`src/rtl/priority_encoder_pkg.sv`:
```
// Shared widths and idle code for the 8-to-3 active-low priority encoder.
package priority_encoder_pkg;
  localparam int unsigned DATA_W = 8;
  localparam int unsigned CODE_W = 3;
  localparam logic [CODE_W-1:0] IDLE_CODE_N = 3'b111;
endpackage

```
`src/rtl/priority_encoder8_3_core.sv`:
```
// Combinational 8-to-3 priority encoder; active-low inputs and outputs, bit 7 wins.
module priority_encoder8_3_core
  import priority_encoder_pkg::*;
(
  input  logic [DATA_W-1:0] i_data_n,
  input  logic              i_enable_n,
  output logic [CODE_W-1:0] o_data_n,
  output logic              o_gs_n,
  output logic              o_enable_n
);

  logic [CODE_W-1:0] code;
  logic              any_req;

  // Ascending scan: the last active bit seen is the highest-priority one.
  always_comb begin
    code    = '0;
    any_req = 1'b0;
    for (int i = 0; i < DATA_W; i++) begin
      if (!i_data_n[i]) begin
        code    = CODE_W'(i);
        any_req = 1'b1;
      end
    end
  end

  always_comb begin
    o_data_n   = IDLE_CODE_N;
    o_gs_n     = 1'b1;
    o_enable_n = 1'b1;
    if (!i_enable_n) begin
      if (any_req) begin
        o_data_n = ~code;
        o_gs_n   = 1'b0;
      end else begin
        o_enable_n = 1'b0;
      end
    end
  end

endmodule

```
`src/rtl/priority_encoder8_3.sv`:
```
// Priority encoder top: combinational core plus an optional output register stage.
module priority_encoder8_3
  import priority_encoder_pkg::*;
#(
  parameter bit OUT_REG = 1'b1
) (
  input  logic              i_clk,
  input  logic              i_rst,
  input  logic [DATA_W-1:0] i_data_n,
  input  logic              i_enable_n,
  output logic [CODE_W-1:0] o_data_n,
  output logic              o_gs_n,
  output logic              o_enable_n
);

  logic [CODE_W-1:0] data_d;
  logic              gs_d;
  logic              enable_d;

  priority_encoder8_3_core u_core (
    .i_data_n   (i_data_n),
    .i_enable_n (i_enable_n),
    .o_data_n   (data_d),
    .o_gs_n     (gs_d),
    .o_enable_n (enable_d)
  );

  if (OUT_REG) begin : g_reg
    logic [CODE_W-1:0] data_q;
    logic              gs_q;
    logic              enable_q;

    always_ff @(posedge i_clk or posedge i_rst) begin
      if (i_rst) begin
        data_q   <= IDLE_CODE_N;
        gs_q     <= 1'b1;
        enable_q <= 1'b1;
      end else begin
        data_q   <= data_d;
        gs_q     <= gs_d;
        enable_q <= enable_d;
      end
    end

    assign o_data_n   = data_q;
    assign o_gs_n     = gs_q;
    assign o_enable_n = enable_q;
  end else begin : g_comb
    // Clock and reset have no function without the register stage.
    logic unused_clk_rst;
    assign unused_clk_rst = i_clk ^ i_rst;

    assign o_data_n   = data_d;
    assign o_gs_n     = gs_d;
    assign o_enable_n = enable_d;
  end

endmodule

```
`config.mk`:
```
export PLATFORM = sky130hd
export DESIGN_NAME = priority_encoder8_3
export DESIGN_NICKNAME = d
export VERILOG_FILES = /design/src/rtl/priority_encoder_pkg.sv /design/src/rtl/priority_encoder8_3_core.sv /design/src/rtl/priority_encoder8_3.sv
export SDC_FILE = /design/constraint.sdc
export NUM_CORES = 1
export LEC_CHECK = 0
export BUFFER_PORTS_ARGS = -buffer_cell sky130_fd_sc_hd__clkbuf_2
export CAP_MARGIN = 20
export CORE_AREA = 5 5 42 44
export DETAILED_ROUTE_END_ITERATION = 16
export DIE_AREA = 0 0 47 49
export GPL_TIMING_DRIVEN = 0
export PLACE_DENSITY_LB_ADDON = 0.08
export SYNTH_ARGS = -nofsm -noshare
export SYNTH_HDL_FRONTEND = slang
export SYNTH_SLANG_ARGS = --single-unit
```
`constraint.sdc`:
```
create_clock -name i_clk -period 2 [get_ports i_clk]
set_input_delay 0.5 -clock i_clk [delete_from_list [all_inputs] [get_ports i_clk]]
set_output_delay 0.5 -clock i_clk [all_outputs]
set_load 0.1 [all_outputs]
```
==> impl_metrics.toml, run 1 <==
[setup_path]
cp_num_buf_inv = 1
crit_chain = "clkbuf_2"
cp_max_fo = 1
worst-setup-path-type = "reg -> out"
crit_cells = 1
cp.arrival_ns = 1.19
crit_path_end_kind = "output port"
max_stage_delay_ns = 0.51
start_kind = "flip-flop"
crit_family = "flip-flops"
worstPathRequired_ns = 1.50
slowest_stage = "dfstp_2"

[grt]
grt_pass1_wl_um = 841
overflow = 0
grt_pass1_vias = 234
grt_max_degree = 6
antenna_found_initial = 0
gr-usage-all-layers = 0.0524

[final_layout]
design_area_um2 = 343
fin_nets = 51
area_delta_synth_final_pct = 54.8
utilization = 0.245
drive_gt1_frac = 0.615
diodes = 0
n_fill_cell = 163

[logic_synthesis]
synth_nets = 31
yosysTopAreaCell = "dfstp_2"
synth.most_common_cell = "dfstp_2"
syn_area_per_cell_um2 = 11.1
synth_commonest_cells = "dfstp_2 (5), nand2b_1 (3), nand2_1 (2), nand4_1 (2)"
ys_seq_area_frac = 0.593
ys.flop_type = "dfstp_2"
synth_seq_cells = 5
syn_area_um2 = 221
synth-edff-count = 0
synth_warnings = 0
synth.top_cell.area_share = 0.593
async_flop_share = 1.00
netlist_instances = 20
synthTopCellsByArea = "dfstp_2 (59%), nand2b_1 (8.5%), nand4_1 (5.6%), a311o_1 (4.5%), a31o_2 (4.0%)"
ys_types = 12

[route]
dr.pass1.iters = 1
drc = 0
vias_per_cell = 3.87
vias = 213
drt_iter0_markers = 0
ant_nets = 0
wl_per_cell_um = 9.49
wl_um = 522

[die]
io_pins = 16
die_w_um = 47
core_um2 = 1400
die_area_um2 = 2300
initial_core_util = 0.158
die_h_um = 49
row_count = 14

[clock_tree]
clk_pin_slew_ns = 0.04
cts-resized-gates = 0
cts_tree = "done"
cts.sinks = 5
clockRootBuffer = "clkbuf_4"
holdBufCountCts = 0
numCtsBuffers = 3
clockBufferDepth = 2
postCtsSetupBuffers = 0
cts.htree.levels = 1

[placed_design]
gp_congestion = 0.618
portBuffers = 15
placed_area_um2 = 317
dp_hpwl_um = 455

[timing]
rsz0062_at_grt = "no"
relSlewSlack = 0.639
min_period_ns = 1.69
setup_viol = 0
clock.fmax_mhz = 591
hold_violations = 0
hold_slack_ns = 0.341
fin_crit_sh = 0.847
slew_violations = 0
worst-slew-pin-transition_ns = 0.544
setup_tns_ns = 0

[power]
pwr-share-seq = 0.381
p_per_area_nw_per_um2 = 856
p_sw_uw = 91.3
p_clk_frac = 0.383
ir_drop_mv = 0.239
p_leak_uw = 0.000162
p_comb_frac = 0.236
intPower_uw = 202
switching_share = 0.311

[status]
run_status = "finished, final reports clean"

[worst_hold_path]
hold_path.class = "in -> async"

[job]
drv_cap = 0
[cells in the final DEF, fill, tap and decap left out]
cell      synthesis  final
nor2_1            1      1
or3_1             1      1
a21o_1            1      1
nand3_1           1      1
a31o_2            1      1
clkbuf_4          0      3
nand2_1           2      2
clkbuf_1          0      1
nand2b_1          3      3
inv_1             1      1
a311o_1           1      1
dfstp_2           5      5
or2_1             1      1
nand4_1           2      2
clkbuf_2          0     15
[path summary, 6_finish.rpt]
kind | startpoint | end | slack, ns
setup / recovery | o_data_n[2] | o_data_n[2] | 0.31
hold / removal | i_rst | o_gs_n | 0.34
max in group asynchronous | i_rst | o_data_n[1] | 1.64
min in group i_clk | i_enable_n | o_data_n[2] | 0.51
[state kept, by name (all words and copies together), names as in the netlist]
name / count
o_data_n: 3
o_enable_n: 1
o_gs_n: 1
[logic make-up after synthesis]
kind of cell,synth area share
buffers and inverters,0.0169
flip-flops,0.593
AO/OA/AOI/OAI,0.119
AND/OR/NAND/NOR,0.271
[final cells by class]
class | instances | area [um^2] | area share
Timing Repair Buffer | 15 | 75.1 | 0.219
Inverter | 1 | 3.75 | 0.0109
Multi-Input combinational cell | 14 | 86.3 | 0.252
Sequential cell | 5 | 131 | 0.383
Tap cell | 16 | 20.0 | 0.0584
Clock buffer | 4 | 26.3 | 0.0766
[per-layer routing]
layer | up-vias | routed length [um] | track usage
li1 | 108 | - | -
met1 | 96 | 201 | 0.0493
met2 | 9 | 272 | 0.0814
met3 | 0 | 48 | 0.0480
met4 | 0 | 0 | 0.0138
met5 | - | 0 | 0
[through the flow]
stage	setup WS, ns	total power (uW)	instances
3_5_place_dp	0.553	183	51
5_1_grt	0.275	310	55
2_1_floorplan	0.677	164	20
6_report	0.307	294	55
4_1_cts	0.292	302	55
3_3_place_gp	0.560	182	51
[power by group through the flow]
stage | combinational [uW] | sequential [uW] | clock (uW)
2_1_floorplan | 10.5 | 153 | 0
3_3_place_gp | 69.5 | 113 | 0
3_5_place_dp | 70.1 | 113 | 0
4_1_cts | 70.4 | 112 | 119
5_1_grt | 73.8 | 113 | 124
6_report | 69.4 | 112 | 112
No activity file was read; power rests on OpenSTA's default activity.
==> run 2: changes to the inputs <==
ABC_AREA = 1   (was default)
clock period = 1.4 ns   (was 2 ns; I/O delays follow)
==> impl_metrics.toml, run 2 <==
[setup_path]
worstPathRequired_ns = 1.05
crit_family = "flip-flops"
cp_max_fo = 1
worst-setup-path-type = "reg -> out"
crit_path_end_kind = "output port"
crit_chain = "clkbuf_8"
max_stage_delay_ns = 0.51
start_kind = "flip-flop"
slowest_stage = "dfstp_2"
cp_num_buf_inv = 1
cp.arrival_ns = 0.98

[grt]
overflow = 0
gr-usage-all-layers = 0.0488
grt_pass1_vias = 225
grt_pass1_wl_um = 752
grt_max_degree = 6
antenna_found_initial = 0

[final_layout]
drive_gt1_frac = 0.600
multi_input_area_um2 = 78.8
final_cell_mix = "nand2_1 (11), clkbuf_2 (10), dfstp_2 (5), clkbuf_8 (5)"
register_area_um2 = 131
area_delta_synth_final_pct = 73.3
diodes = 0
final_common_cell = "nand2_1"
fin_nets = 57
largest_reg_flops = 3
n_fill_cell = 163

[logic_synthesis]
async_flop_share = 1.00
ys_seq_area_frac = 0.583
synth_warnings = 0
synth-adder-area-share = 0
synth-edff-count = 0
synth_seq_cells = 5
ys_types = 9
synth_compound_area_frac = 0.0833
synthMuxAreaShare = 0
synthTopCellsByArea = "dfstp_2 (58%), nand2_1 (18%), nor2_2 (5.6%), inv_1 (5.0%), o21ai_2 (3.9%)"
synth-simple-area-share = 0.267
synth_top_family_by_area = "simple AND/OR/NAND/NOR gates"
netlist_instances = 26
ys.flop_type = "dfstp_2"
synth_nets = 37
syn_area_um2 = 225
synthXorXnorAreaFrac = 0
synth.top_cell.area_share = 0.583
synth_commonest_cells = "nand2_1 (11), dfstp_2 (5), inv_1 (3), nor2_2 (2)"
yosysTopAreaCell = "dfstp_2"
synth.most_common_cell = "nand2_1"
syn_area_per_cell_um2 = 8.66

[die]
die_h_um = 49
die_w_um = 47
die_area_um2 = 2300
initial_core_util = 0.161
io_pins = 16
row_count = 14
core_um2 = 1400

[route]
dr.pass1.iters = 1
drt_iter0_markers = 0
vias = 214
ant_nets = 0
drc = 0
vias_per_cell = 3.51
wl_um = 452
wl_per_cell_um = 7.41

[timing]
min_period_ns = 1.33
relSlewSlack = 0.885
hold_violations = 0
setup_viol = 0
rsz0062_at_grt = "no"
worst-slew-pin-transition_ns = 0.173
hold_slack_ns = 0.186
clock.fmax_mhz = 751
slew_violations = 0
fin_crit_sh = 0.951
setup_tns_ns = 0

[placed_design]
portBuffers = 15
dp_hpwl_um = 427
gp_congestion = 0.624

[power]
power_uw = 430
switching_share = 0.306
p_leak_uw = 0.000197
p_clk_frac = 0.372
pwr-share-seq = 0.374
intPower_uw = 298
p_comb_frac = 0.254
p_per_area_nw_per_um2 = 1100
ir_drop_mv = 0.215
p_sw_uw = 132

[clock_tree]
clk_pin_slew_ns = 0.04
clockBufferDepth = 2
numCtsBuffers = 3
cts_tree = "done"
postCtsSetupBuffers = 0
cts.htree.levels = 1
clockRootBuffer = "clkbuf_4"
cts.sinks = 5

[status]
run_status = "finished, final reports clean"

[worst_hold_path]
hold_path.class = "in -> async"

[job]
drv_cap = 0
run 2: cell types whose count changed after synthesis, sizes merged, moves of 2 or more:
cell,previous run,this run
inv,1,4
nand2,2,11
nand2b,3,0
o21ai,0,2
run 2: kinds of logic after synthesis:
family,after synthesis
simple gates,14
flops,5
compound gates,3
buf+inv,4
run 2: stage by stage:
step,area [um^2],util,cells,worst slack [ns]
after floorplan,225,-,26,0.227
after global placement,320,0.229,57,0.111
after detailed placement,320,0.229,57,0.109
after CTS,390,0.279,61,0.0553
after global routing,390,0.279,61,0.0478
final,390,0.279,61,0.0690
run 2: worst max path at each step:
| stage | startpoint | to | slack (ns) | cells past startpoint |
|---|---|---|---|---|
| after floorplan | o_data_n[0] | o_data_n[0] | 0.23 | 0 |
| after global placement | o_data_n[1] | o_data_n[1] | 0.11 | 1 |
| after detailed placement | o_data_n[0] | o_data_n[0] | 0.11 | 1 |
| after CTS | o_data_n[1] | o_data_n[1] | 0.06 | 1 |
| after global routing | o_data_n[2] | o_data_n[2] | 0.05 | 1 |
| final | o_data_n[0] | o_data_n[0] | 0.07 | 1 |
run 2: final cells by class:
type / count / area share
Sequential cell: 5 / 0.337
Clock buffer: 4 / 0.0673
Inverter: 4 / 0.0385
Timing Repair Buffer: 15 / 0.304
Multi-Input combinational cell: 17 / 0.202
Tap cell: 16 / 0.0513
run 2: per-layer routing:
| metal | part of all wire | track usage | up-vias |
|---|---|---|---|
| li1 | - | - | 116 |
| met1 | 0.36 | 0.0536 | 80 |
| met2 | 0.40 | 0.0566 | 16 |
| met3 | 0.20 | 0.00738 | 2 |
| met4 | 0.033 | 0.0829 | 0 |
| met5 | 0 | 0 | - |
run 2: timing repair:
item / CTS / global route
gates resized for setup: 10 / 0
hold buffers: 0 / 0
endpoints found under the setup margin: 5 / 0
run 2: power groups by stage:
stage	combinational [uW]	clock [uW]	sequential, uW
finish	109	160	161
global route	117	172	161
CTS	111	169	161
detailed placement	99.1	0	161
global placement	98.6	0	161
floorplan	17.4	0	218
==> run 3: changes to the inputs <==
CTS_CLUSTER_SIZE = 16   (was default)
RECOVER_POWER = 50   (was default)
==> impl_metrics.toml, run 3 (synthesized netlist as in run 2, its figures left out) <==
[route]
drt_iter0_markers = 0
wl_per_cell_um = 7.48
vias = 214
wl_um = 456
drc = 0
dr.pass1.iters = 1
ant_nets = 0
vias_per_cell = 3.51

[final_layout]
diodes = 0
drive_gt1_frac = 0.556
largest_reg_flops = 3
final_cell_mix = "nand2_1 (11), clkbuf_2 (9), dfstp_2 (5), clkbuf_8 (5), inv_1 (4)"
final_common_cell = "nand2_1"
design_area_um2 = 389
fin_nets = 57
area_delta_synth_final_pct = 72.8

[setup_path]
slowest_stage = "dfstp_2"
max_stage_delay_ns = 0.51
worstPathRequired_ns = 1.05
start_kind = "flip-flop"
crit_family = "flip-flops"
crit_path_end_kind = "output port"
crit_chain = "clkbuf_8"
cp_num_buf_inv = 1
cp.arrival_ns = 0.98
cp_max_fo = 1
worst-setup-path-type = "reg -> out"

[die]
die_area_um2 = 2300
die_h_um = 49
die_w_um = 47
initial_core_util = 0.161
io_pins = 16
row_count = 14
core_um2 = 1400

[timing]
fin_ws_ns = 0.0690
fin_crit_sh = 0.951
relSlewSlack = 0.885
hold_violations = 0
setup_viol = 0
min_period_ns = 1.33
setup_tns_ns = 0
worst-slew-pin-transition_ns = 0.173
clock.fmax_mhz = 751
slew_violations = 0
rsz0062_at_grt = "no"

[placed_design]
gp_congestion = 0.624
placed_area_um2 = 320
portBuffers = 15
dp_slack_ns = 0.109
dp_hpwl_um = 427

[power]
ir_drop_mv = 0.215
p_leak_uw = 0.000194
p_per_area_nw_per_um2 = 1100
power_uw = 429

[grt]
gr-usage-all-layers = 0.0488
overflow = 0
grt_pass1_wl_um = 752
grt_pass1_vias = 225
antenna_found_initial = 0
grt_max_degree = 6

[clock_tree]
cts_tree = "done"
cts-resized-gates = 10
clk_pin_slew_ns = 0.04
clockBufferDepth = 2
cts.htree.levels = 1
holdBufCountCts = 0
cts.sinks = 5
postCtsSetupBuffers = 0
numCtsBuffers = 3
clockRootBuffer = "clkbuf_4"

[worst_hold_path]
hold_path.class = "in -> async"

[job]
drv_cap = 0

[status]
run_status = "finished, final reports clean"
run 3: changes by cell type in the layout (fill, tap and decap cells not counted):
cell	change
inv_2	-1
clkbuf_1	+1
inv_1	+1
clkbuf_2	-1
run 3: where the power goes:
part | internal (uW) | switching [uW] | total [uW]
Combinational | 32.4 | 76.3 | 109
Clock | 107 | 52.5 | 160
Sequential | 158 | 2.66 | 161
run 3: routing by layer:
layer	part of all wire	track usage	wire (um)
met4	0.033	0.0829	15
met5	0	0	0
met1	0.36	0.0536	165
met2	0.40	0.0566	182
met3	0.20	0.00738	92
run 3: final cells by class:
class	count	area, um^2
sequential	5	131
timing repair buffer	15	118
tap	16	20.0
multi-input combinational	17	78.8
fill	164	1010
inverter	4	15.0
clock buffer	4	26.3
run 3: worst max path at each step:
stage / cells past startpoint / end / startpoint
after global placement: 1 / o_data_n[1] / o_data_n[1]
after floorplan: 0 / o_data_n[0] / o_data_n[0]
final: 1 / o_data_n[0] / o_data_n[0]
after detailed placement: 1 / o_data_n[0] / o_data_n[0]
after global routing: 1 / o_data_n[2] / o_data_n[2]
after CTS: 1 / o_data_n[1] / o_data_n[1]
run 3: through the flow:
step                      instances  hold slack [ns]  utilization
after floorplan                  26            0.327            -
after global placement           57            0.438        0.229
after detailed placement         57            0.441        0.229
after CTS                        61            0.185        0.279
after global routing             61            0.233        0.278
final                            61            0.186        0.278
